## config.mk

```make
export PLATFORM = sky130hd
export DESIGN_NAME = port_bcd_display_flat
export DESIGN_NICKNAME = d
export VERILOG_FILES = /design/src/rtl/port_bcd_display_pkg.sv /design/src/rtl/port_bcd_display_if.sv /design/src/rtl/port_bcd_display_bin2bcd_seq.sv /design/src/rtl/port_bcd_display.sv /design/src/flat_wrapper.sv
export SDC_FILE = /design/constraint.sdc
export NUM_CORES = 1
export LEC_CHECK = 0
export ABC_CLOCK_PERIOD_IN_PS = 5600
export CAP_MARGIN = 20
export CORE_MARGIN = 3
export CORE_UTILIZATION = 40
export DETAILED_ROUTE_END_ITERATION = 8
export GPL_TIMING_DRIVEN = 0
export HOLD_SLACK_MARGIN = 0.02
export SYNTH_ARGS = -nofsm -noshare
export SYNTH_HDL_FRONTEND = slang
export SYNTH_SLANG_ARGS = --single-unit
export TNS_END_PERCENT = 5
```

## constraint.sdc

```tcl
create_clock -name clk -period 5.6 [get_ports clk]
set_input_delay 1.12 -clock clk [delete_from_list [all_inputs] [get_ports clk]]
set_output_delay 1.12 -clock clk [all_outputs]
set_load 0.01 [all_outputs]
```

## src/rtl/port_bcd_display_pkg.sv

```systemverilog
// Shared constants for the output-port BCD display: segment patterns,
// converter states and the leading-zero blanking helper.
package port_display_pkg;

    localparam int unsigned BCD_DIGITS = 4;

    // Active-low segment patterns, bit order {g,f,e,d,c,b,a}
    localparam logic [6:0] SEG_0     = 7'b1000000;
    localparam logic [6:0] SEG_1     = 7'b1111001;
    localparam logic [6:0] SEG_2     = 7'b0100100;
    localparam logic [6:0] SEG_3     = 7'b0110000;
    localparam logic [6:0] SEG_4     = 7'b0011001;
    localparam logic [6:0] SEG_5     = 7'b0010010;
    localparam logic [6:0] SEG_6     = 7'b0000010;
    localparam logic [6:0] SEG_7     = 7'b1111000;
    localparam logic [6:0] SEG_8     = 7'b0000000;
    localparam logic [6:0] SEG_9     = 7'b0010000;
    localparam logic [6:0] SEG_BLANK = 7'b1111111;

    typedef enum logic [1:0] {
        IDLE = 2'd0,
        CONV = 2'd1,
        LOAD = 2'd2
    } conv_state_e;

    function automatic logic [6:0] seg_decode(input logic [3:0] digit);
        logic [6:0] seg;
        case (digit)
            4'd0:    seg = SEG_0;
            4'd1:    seg = SEG_1;
            4'd2:    seg = SEG_2;
            4'd3:    seg = SEG_3;
            4'd4:    seg = SEG_4;
            4'd5:    seg = SEG_5;
            4'd6:    seg = SEG_6;
            4'd7:    seg = SEG_7;
            4'd8:    seg = SEG_8;
            4'd9:    seg = SEG_9;
            default: seg = SEG_BLANK;
        endcase
        return seg;
    endfunction

    // A digit is blanked when it and every more significant digit are zero;
    // the ones digit is never blanked.
    function automatic logic [BCD_DIGITS-1:0] lead_blank(input logic [4*BCD_DIGITS-1:0] bcd);
        logic [BCD_DIGITS-1:0] mask;
        logic                  zero_above;
        mask       = '0;
        zero_above = 1'b1;
        for (int unsigned i = BCD_DIGITS - 1; i > 0; i--) begin
            zero_above = zero_above && (bcd[4*i +: 4] == 4'd0);
            mask[i]    = zero_above;
        end
        return mask;
    endfunction

endpackage

```

## src/rtl/port_bcd_display_if.sv

```systemverilog
// Output-port value in, seven-segment pins and busy flag out.
interface port_bcd_display_if #(
    parameter int unsigned DIN_W = 10
);
    logic [DIN_W-1:0] value;
    logic [6:0]       seg;
    logic [3:0]       an;
    logic             busy;

    modport master (output value, input seg, input an, input busy);
    modport slave  (input value, output seg, output an, output busy);
endinterface

```

## src/rtl/port_bcd_display_bin2bcd_seq.sv

```systemverilog
// Sequential shift-add-3 binary-to-BCD converter, one iteration per clock.
// Under BCD_BLANK_EN it also latches a leading-zero blanking mask.
module bin2bcd_seq
    import port_display_pkg::*;
#(
    parameter int unsigned DIN_W = 10
) (
    input  logic                      clk,
    input  logic                      nrst,
    input  logic [DIN_W-1:0]          value_i,
    output logic [4*BCD_DIGITS-1:0]   bcd_o,
`ifdef BCD_BLANK_EN
    output logic [BCD_DIGITS-1:0]     blank_o,
`endif
    output logic                      busy_o
);

    localparam int unsigned BCD_W     = 4 * BCD_DIGITS;
    localparam int unsigned SH_W      = BCD_W + DIN_W;
    localparam logic [3:0]  ITER_LAST = 4'(DIN_W - 1);

    conv_state_e       state_q, state_d;
    logic [DIN_W-1:0]  cap_q, cap_d;
    logic [SH_W-1:0]   sh_q, sh_d, sh_adj;
    logic [3:0]        iter_q, iter_d;
    logic [BCD_W-1:0]  bcd_q, bcd_d;
    logic              busy_q, busy_d;
`ifdef BCD_BLANK_EN
    logic [BCD_DIGITS-1:0] blank_q, blank_d;
`endif

    always_comb begin
        sh_adj = sh_q;
        for (int unsigned i = 0; i < BCD_DIGITS; i++) begin
            if (sh_q[DIN_W + 4*i +: 4] >= 4'd5)
                sh_adj[DIN_W + 4*i +: 4] = sh_q[DIN_W + 4*i +: 4] + 4'd3;
        end
    end

    always_comb begin
        state_d = state_q;
        cap_d   = cap_q;
        sh_d    = sh_q;
        iter_d  = iter_q;
        bcd_d   = bcd_q;
`ifdef BCD_BLANK_EN
        blank_d = blank_q;
`endif
        case (state_q)
            IDLE: begin
                if (value_i != cap_q) begin
                    cap_d   = value_i;
                    sh_d    = {{BCD_W{1'b0}}, value_i};
                    iter_d  = '0;
                    state_d = CONV;
                end
            end
            CONV: begin
                sh_d   = {sh_adj[SH_W-2:0], 1'b0};
                iter_d = iter_q + 4'd1;
                if (iter_q == ITER_LAST)
                    state_d = LOAD;
            end
            LOAD: begin
                bcd_d   = sh_q[SH_W-1:DIN_W];
`ifdef BCD_BLANK_EN
                blank_d = lead_blank(sh_q[SH_W-1:DIN_W]);
`endif
                state_d = IDLE;
            end
            default: state_d = IDLE;
        endcase
        busy_d = (state_d != IDLE);
    end

    always_ff @(posedge clk or negedge nrst) begin
        if (!nrst) begin
            state_q <= IDLE;
            cap_q   <= '0;
            sh_q    <= '0;
            iter_q  <= '0;
            bcd_q   <= '0;
            busy_q  <= 1'b0;
`ifdef BCD_BLANK_EN
            blank_q <= 4'b1110;
`endif
        end else begin
            state_q <= state_d;
            cap_q   <= cap_d;
            sh_q    <= sh_d;
            iter_q  <= iter_d;
            bcd_q   <= bcd_d;
            busy_q  <= busy_d;
`ifdef BCD_BLANK_EN
            blank_q <= blank_d;
`endif
        end
    end

    assign bcd_o  = bcd_q;
    assign busy_o = busy_q;
`ifdef BCD_BLANK_EN
    assign blank_o = blank_q;
`endif

endmodule

```

## src/rtl/port_bcd_display.sv

```systemverilog
// 4-digit common-anode display of the 10-bit output port, with digit scanner.
// Define BCD_BLANK_EN to blank leading zero digits.
module port_bcd_display
    import port_display_pkg::*;
#(
    parameter int unsigned REFRESH_DIV = 50000,
    parameter int unsigned DIN_W       = 10
) (
    input  logic               clk,
    input  logic               nrst,
    port_bcd_display_if.slave  bus
);

    localparam int unsigned CNT_W    = $clog2(REFRESH_DIV);
    localparam logic [CNT_W-1:0] CNT_LAST = CNT_W'(REFRESH_DIV - 1);

    logic [4*BCD_DIGITS-1:0] bcd;
    logic                    busy;
`ifdef BCD_BLANK_EN
    logic [BCD_DIGITS-1:0]   blank;
`endif

    bin2bcd_seq #(
        .DIN_W (DIN_W)
    ) u_bin2bcd (
        .clk     (clk),
        .nrst    (nrst),
        .value_i (bus.value),
        .bcd_o   (bcd),
`ifdef BCD_BLANK_EN
        .blank_o (blank),
`endif
        .busy_o  (busy)
    );

    logic [CNT_W-1:0] cnt_q, cnt_d;
    logic [1:0]       idx_q, idx_d;
    logic [6:0]       seg_q, seg_d;
    logic [3:0]       an_q, an_d;

    // Pins are re-registered every cycle from the current index, so a new
    // converted value shows up one cycle after LOAD wherever the scan is.
    always_comb begin
        cnt_d = cnt_q + 1'b1;
        idx_d = idx_q;
        if (cnt_q == CNT_LAST) begin
            cnt_d = '0;
            idx_d = idx_q + 2'd1;
        end
        an_d  = ~(4'b0001 << idx_q);
        seg_d = seg_decode(bcd[{idx_q, 2'b00} +: 4]);
`ifdef BCD_BLANK_EN
        if (blank[idx_q]) begin
            an_d  = '1;
            seg_d = SEG_BLANK;
        end
`endif
    end

    always_ff @(posedge clk or negedge nrst) begin
        if (!nrst) begin
            cnt_q <= '0;
            idx_q <= '0;
            seg_q <= SEG_BLANK;
            an_q  <= '1;
        end else begin
            cnt_q <= cnt_d;
            idx_q <= idx_d;
            seg_q <= seg_d;
            an_q  <= an_d;
        end
    end

    assign bus.seg  = seg_q;
    assign bus.an   = an_q;
    assign bus.busy = busy;

endmodule

```

## src/flat_wrapper.sv

```systemverilog
// flat-port wrapper written by rule: the top's interface ports become plain ports
module port_bcd_display_flat import port_display_pkg::*;
#(
    parameter int unsigned REFRESH_DIV = 50000,
    parameter int unsigned DIN_W       = 10
)
  (clk, nrst, bus_value, bus_seg, bus_an, bus_busy);
  port_bcd_display_if #(.DIN_W(DIN_W)) bus_i ();
  input  logic clk;
  input  logic nrst;
  input wire logic [$bits(bus_i.value)-1:0] bus_value;
  output wire logic [$bits(bus_i.seg)-1:0] bus_seg;
  output wire logic [$bits(bus_i.an)-1:0] bus_an;
  output wire logic [$bits(bus_i.busy)-1:0] bus_busy;
  assign bus_i.value = bus_value;
  assign bus_seg = bus_i.seg;
  assign bus_an = bus_i.an;
  assign bus_busy = bus_i.busy;
  port_bcd_display #(.REFRESH_DIV(REFRESH_DIV), .DIN_W(DIN_W)) u_core (.clk(clk), .nrst(nrst), .bus(bus_i));
endmodule
```

==> flow_metrics.py <==
metrics = {
    "timing": {
        "finClkSkew_ns": 0.00901,
        "finalHoldViolations": 0,
        "period_share": 0.492,
        "fin_ws_ns": 2.85,
        "setup-violations-final": 0,
        "tightest_slew_ns": 0.590,
        "finalWorstPathRequiredPeriod_ns": 2.75,
        "maxSlewHeadroom": 0.606,
        "drv_slew": 0,
        "setup_tns_ns": 0,
        "max_freq_mhz": 363,
        "rsz0062_at_grt": "no",
    },
    "placed_design": {
        "placed_area_um2": 4810,
        "io_buffers": 23,
        "gp_congestion": 0.840,
        "pre_cts_slack_ns": 2.44,
        "place.detailed.hpwl_um": 5910,
    },
    "power_and_ir_drop": {
        "power.switching_w": 0.000884,
        "p_leak_nw": 2.19,
        "netSwitchingFraction": 0.371,
        "p_comb_frac": 0.403,
        "clkPwrFrac": 0.173,
        "internal-power_w": 0.00150,
        "peakVddDrop_mv": 0.195,
        "power_w": 0.00238,
        "power_density_nw_per_um2": 477,
        "seqPwrFrac": 0.424,
    },
    "cells_and_area": {
        "antenna_cells": 0,
        "drive_above_1_share": 0.141,
        "area_growth_pct": 13.8,
        "fillers": 960,
        "layout_common_cells": "dfrtp_1 (77), nand2_1 (45), o21ai_0 (36), nor2_1 (23)",
        "final_common_cell": "dfrtp_1",
        "fin_nets": 473,
        "final_area_um2": 4990,
    },
    "yosys": {
        "syn_avg_cell_area_um2": 10.8,
        "synth_xor_xnor_area_share": 0.0599,
        "yosysUniqueCellTypes": 40,
        "synth-seq-area-share": 0.505,
        "synth_area_um2": 4390,
        "yosys.area_share.simple": 0.122,
        "yosysWarnings": 0,
        "synth-seq-cells": 88,
        "synth_fa_ha_area_frac": 0.0571,
        "synth_nets": 438,
        "synth.area.mux_share": 0.0782,
        "synth_edf_count": 0,
        "synth_top_flop_cell": "dfrtp_1",
        "synth-compound-area-share": 0.140,
        "synthCells": 406,
        "ys_top_cells_by_area": "dfrtp_1 (44%), dfstp_2 (6.6%), ha_1 (5.7%)",
        "async_flop_share": 1.00,
        "yosys.area.top_type": "dfrtp_1",
        "yosys.area.top_type_share": 0.439,
        "synth_top_family_by_area": "compound AO/OA/AOI/OAI gates",
    },
    "critical_path": {
        "start_kind": "input port",
        "crit_family": "compound AO/OA/AOI/OAI gates",
        "cp.required_ns": 5.85,
        "cp.arrival_ns": 3.00,
        "regToRegSetupSlack_ns": 3.67,
        "worstReg2RegEnd": "u_core.bus.seg[0]",
        "worstPathMaxFanout": 9,
        "crit_path_top_delay_cell": "a311oi_4",
        "r2r_cells": 6,
        "cpPeakStageDelay_ns": 0.57,
        "worstSetupEndpointType": "flip-flop",
        "r2r_start": "u_core.idx_q[0]",
        "worst-setup-path-type": "input port to flip-flop",
        "crit_chain": "clkdlybuf4s50_1 > xor2_1 > nor2_1 > a311oi_4 > mux2_2",
        "path_buf_inv": 1,
    },
    "routing": {
        "met1Wirelength_um": 4090,
        "wl_um": 8470,
        "met2_length_um": 4010,
        "viasPerCell": 5.25,
        "drtIter0Drc": 162,
        "drc": 0,
        "vias": 3054,
        "drtPass1Iterations": 4,
        "ant_nets": 0,
        "highest_layer": "met4",
        "wire_per_inst_um": 14.5,
        "dr_wl_met3_um": 283,
    },
    "min_path": {
        "hp-start": "u_core.cnt_q[15]",
        "min_to": "u_core.cnt_q[15]",
        "hp-class": "flip-flop to flip-flop",
        "min_delay_path_depth": 1,
    },
    "clock_tree": {
        "cts.clk_slew.worst_paths_ns": 0.10,
        "cts_buffer_depth": 2,
        "cts_max_level": 3,
        "cts.sinks": 88,
        "post_cts_buffers": 0,
        "root_buffer": "clkbuf_8",
        "tritoncts": "yes",
        "cts_hold_buf": 0,
        "numCtsBuffers": 9,
        "cts-resized-gates": 0,
        "insertion_delay_ns": 0.36,
    },
    "global_routing": {
        "grt_pass1_vias": 3059,
        "grt_pass1_wl_um": 14900,
        "grt_use_total": 0.147,
        "antenna_found_initial": 0,
        "overflow": 0,
        "grt_max_degree": 46,
    },
    "floorplan": {
        "rows": 37,
        "fp.dieH_um": 111,
        "die_w_um": 111,
        "io_pins": 24,
        "start_util": 0.417,
        "die-area_um2": 12300,
        "core_area_um2": 10500,
    },
    "job": {
        "cap_violations": 0,
    },
    "status": {
        "status": "complete, no violations",
    },
}
cell usage after synthesis, drive strengths merged (3+ instances only):
| cell type | instances |
|---|---|
| and3 | 3 |
| nor3 | 5 |
| o21ai | 36 |
| nand2 | 45 |
| xor2 | 19 |
| mux2i | 5 |
| a221o | 9 |
| o22ai | 5 |
| nor4 | 3 |
| dfstp | 11 |
| nand2b | 10 |
| o32ai | 3 |
| a22o | 9 |
| a21oi | 21 |
| inv | 23 |
| mux2 | 18 |
| buf | 7 |
| ha | 20 |
| nor2 | 23 |
| dfrtp | 77 |
| nor2b | 3 |
| nand3 | 6 |
| xnor2 | 11 |
| mux4 | 4 |
| clkbuf | 11 |
worst max-delay path by stage:
stage,end,startpoint,cells past startpoint
6_report,u_core.u_bin2bcd.cap_q[2],bus_value[6],5
3_5_place_dp,u_core.u_bin2bcd.cap_q[0],bus_value[5],5
4_1_cts,u_core.u_bin2bcd.cap_q[0],bus_value[5],5
2_1_floorplan,u_core.u_bin2bcd.cap_q[0],bus_value[6],4
3_3_place_gp,u_core.u_bin2bcd.cap_q[4],nrst,1
5_1_grt,u_core.u_bin2bcd.sh_q[18],bus_value[4],7
worst reg2reg max path, cell delays in order (launching register included):
cell	delay, ns
dfrtp_1	0.38
buf_2	0.21
mux4_2	0.58
ha_1	0.20
or2_0	0.22
a21oi_1	0.21
nor2_1	0.08
flip-flops by register name, summed over array words and instances (netlist names):
| register | count |
|---|---|
| u_core.u_bin2bcd.state_q | 2 |
| u_core.u_bin2bcd.iter_q | 4 |
| u_core.bus.an | 4 |
| u_core.idx_q | 2 |
| u_core.u_bin2bcd.busy_o | 1 |
| u_core.u_bin2bcd.sh_q | 26 |
| u_core.u_bin2bcd.cap_q | 10 |
| u_core.bus.seg | 7 |
| u_core.u_bin2bcd.bcd_o | 16 |
| u_core.cnt_q | 16 |
kinds of logic after synthesis:
| family | after synthesis |
|---|---|
| XOR/XNOR | 30 |
| buffers and inverters | 41 |
| multiplexers | 27 |
| flip-flops | 88 |
| adder cells (fa/ha/maj) | 20 |
| AO/OA/AOI/OAI | 93 |
| AND/OR/NAND/NOR | 107 |
per-stage QoR:
step	hold slack, ns	utilization	std cells
5_1_grt	0.508	0.475	582
3_3_place_gp	0.456	0.455	565
6_report	0.477	0.475	582
4_1_cts	0.477	0.475	582
3_5_place_dp	0.463	0.458	566
2_1_floorplan	0.438	-	406
power groups by stage:
stage                     Combinational [W]  Clock [W]  Sequential (W)
after global placement             0.000932          0         0.00101
after detailed placement           0.000964          0         0.00102
after global routing                0.00109   0.000457         0.00104
after floorplan                    0.000719          0        0.000995
after CTS                          0.000967   0.000429         0.00101
final                              0.000960   0.000412         0.00101
layer usage:
layer,track usage,vias to the layer above
met1,0.198,1514
met3,0.0382,10
met5,0,-
met2,0.234,43
li1,-,1487
met4,0.0411,0
final cells by class:
| cell class | count | area, um^2 | area share |
|---|---|---|---|
| Buffer | 18 | 78.8 | 0.0158 |
| Clock buffer | 11 | 141 | 0.0283 |
| Clock inverter | 5 | 38.8 | 0.00777 |
| Inverter | 23 | 86.3 | 0.0173 |
| Multi-Input combinational cell | 277 | 2000 | 0.402 |
| Sequential cell | 88 | 2220 | 0.444 |
| Tap cell | 136 | 170 | 0.0341 |
| Timing Repair Buffer | 24 | 255 | 0.0511 |
Power figures use the tool's default switching activity.
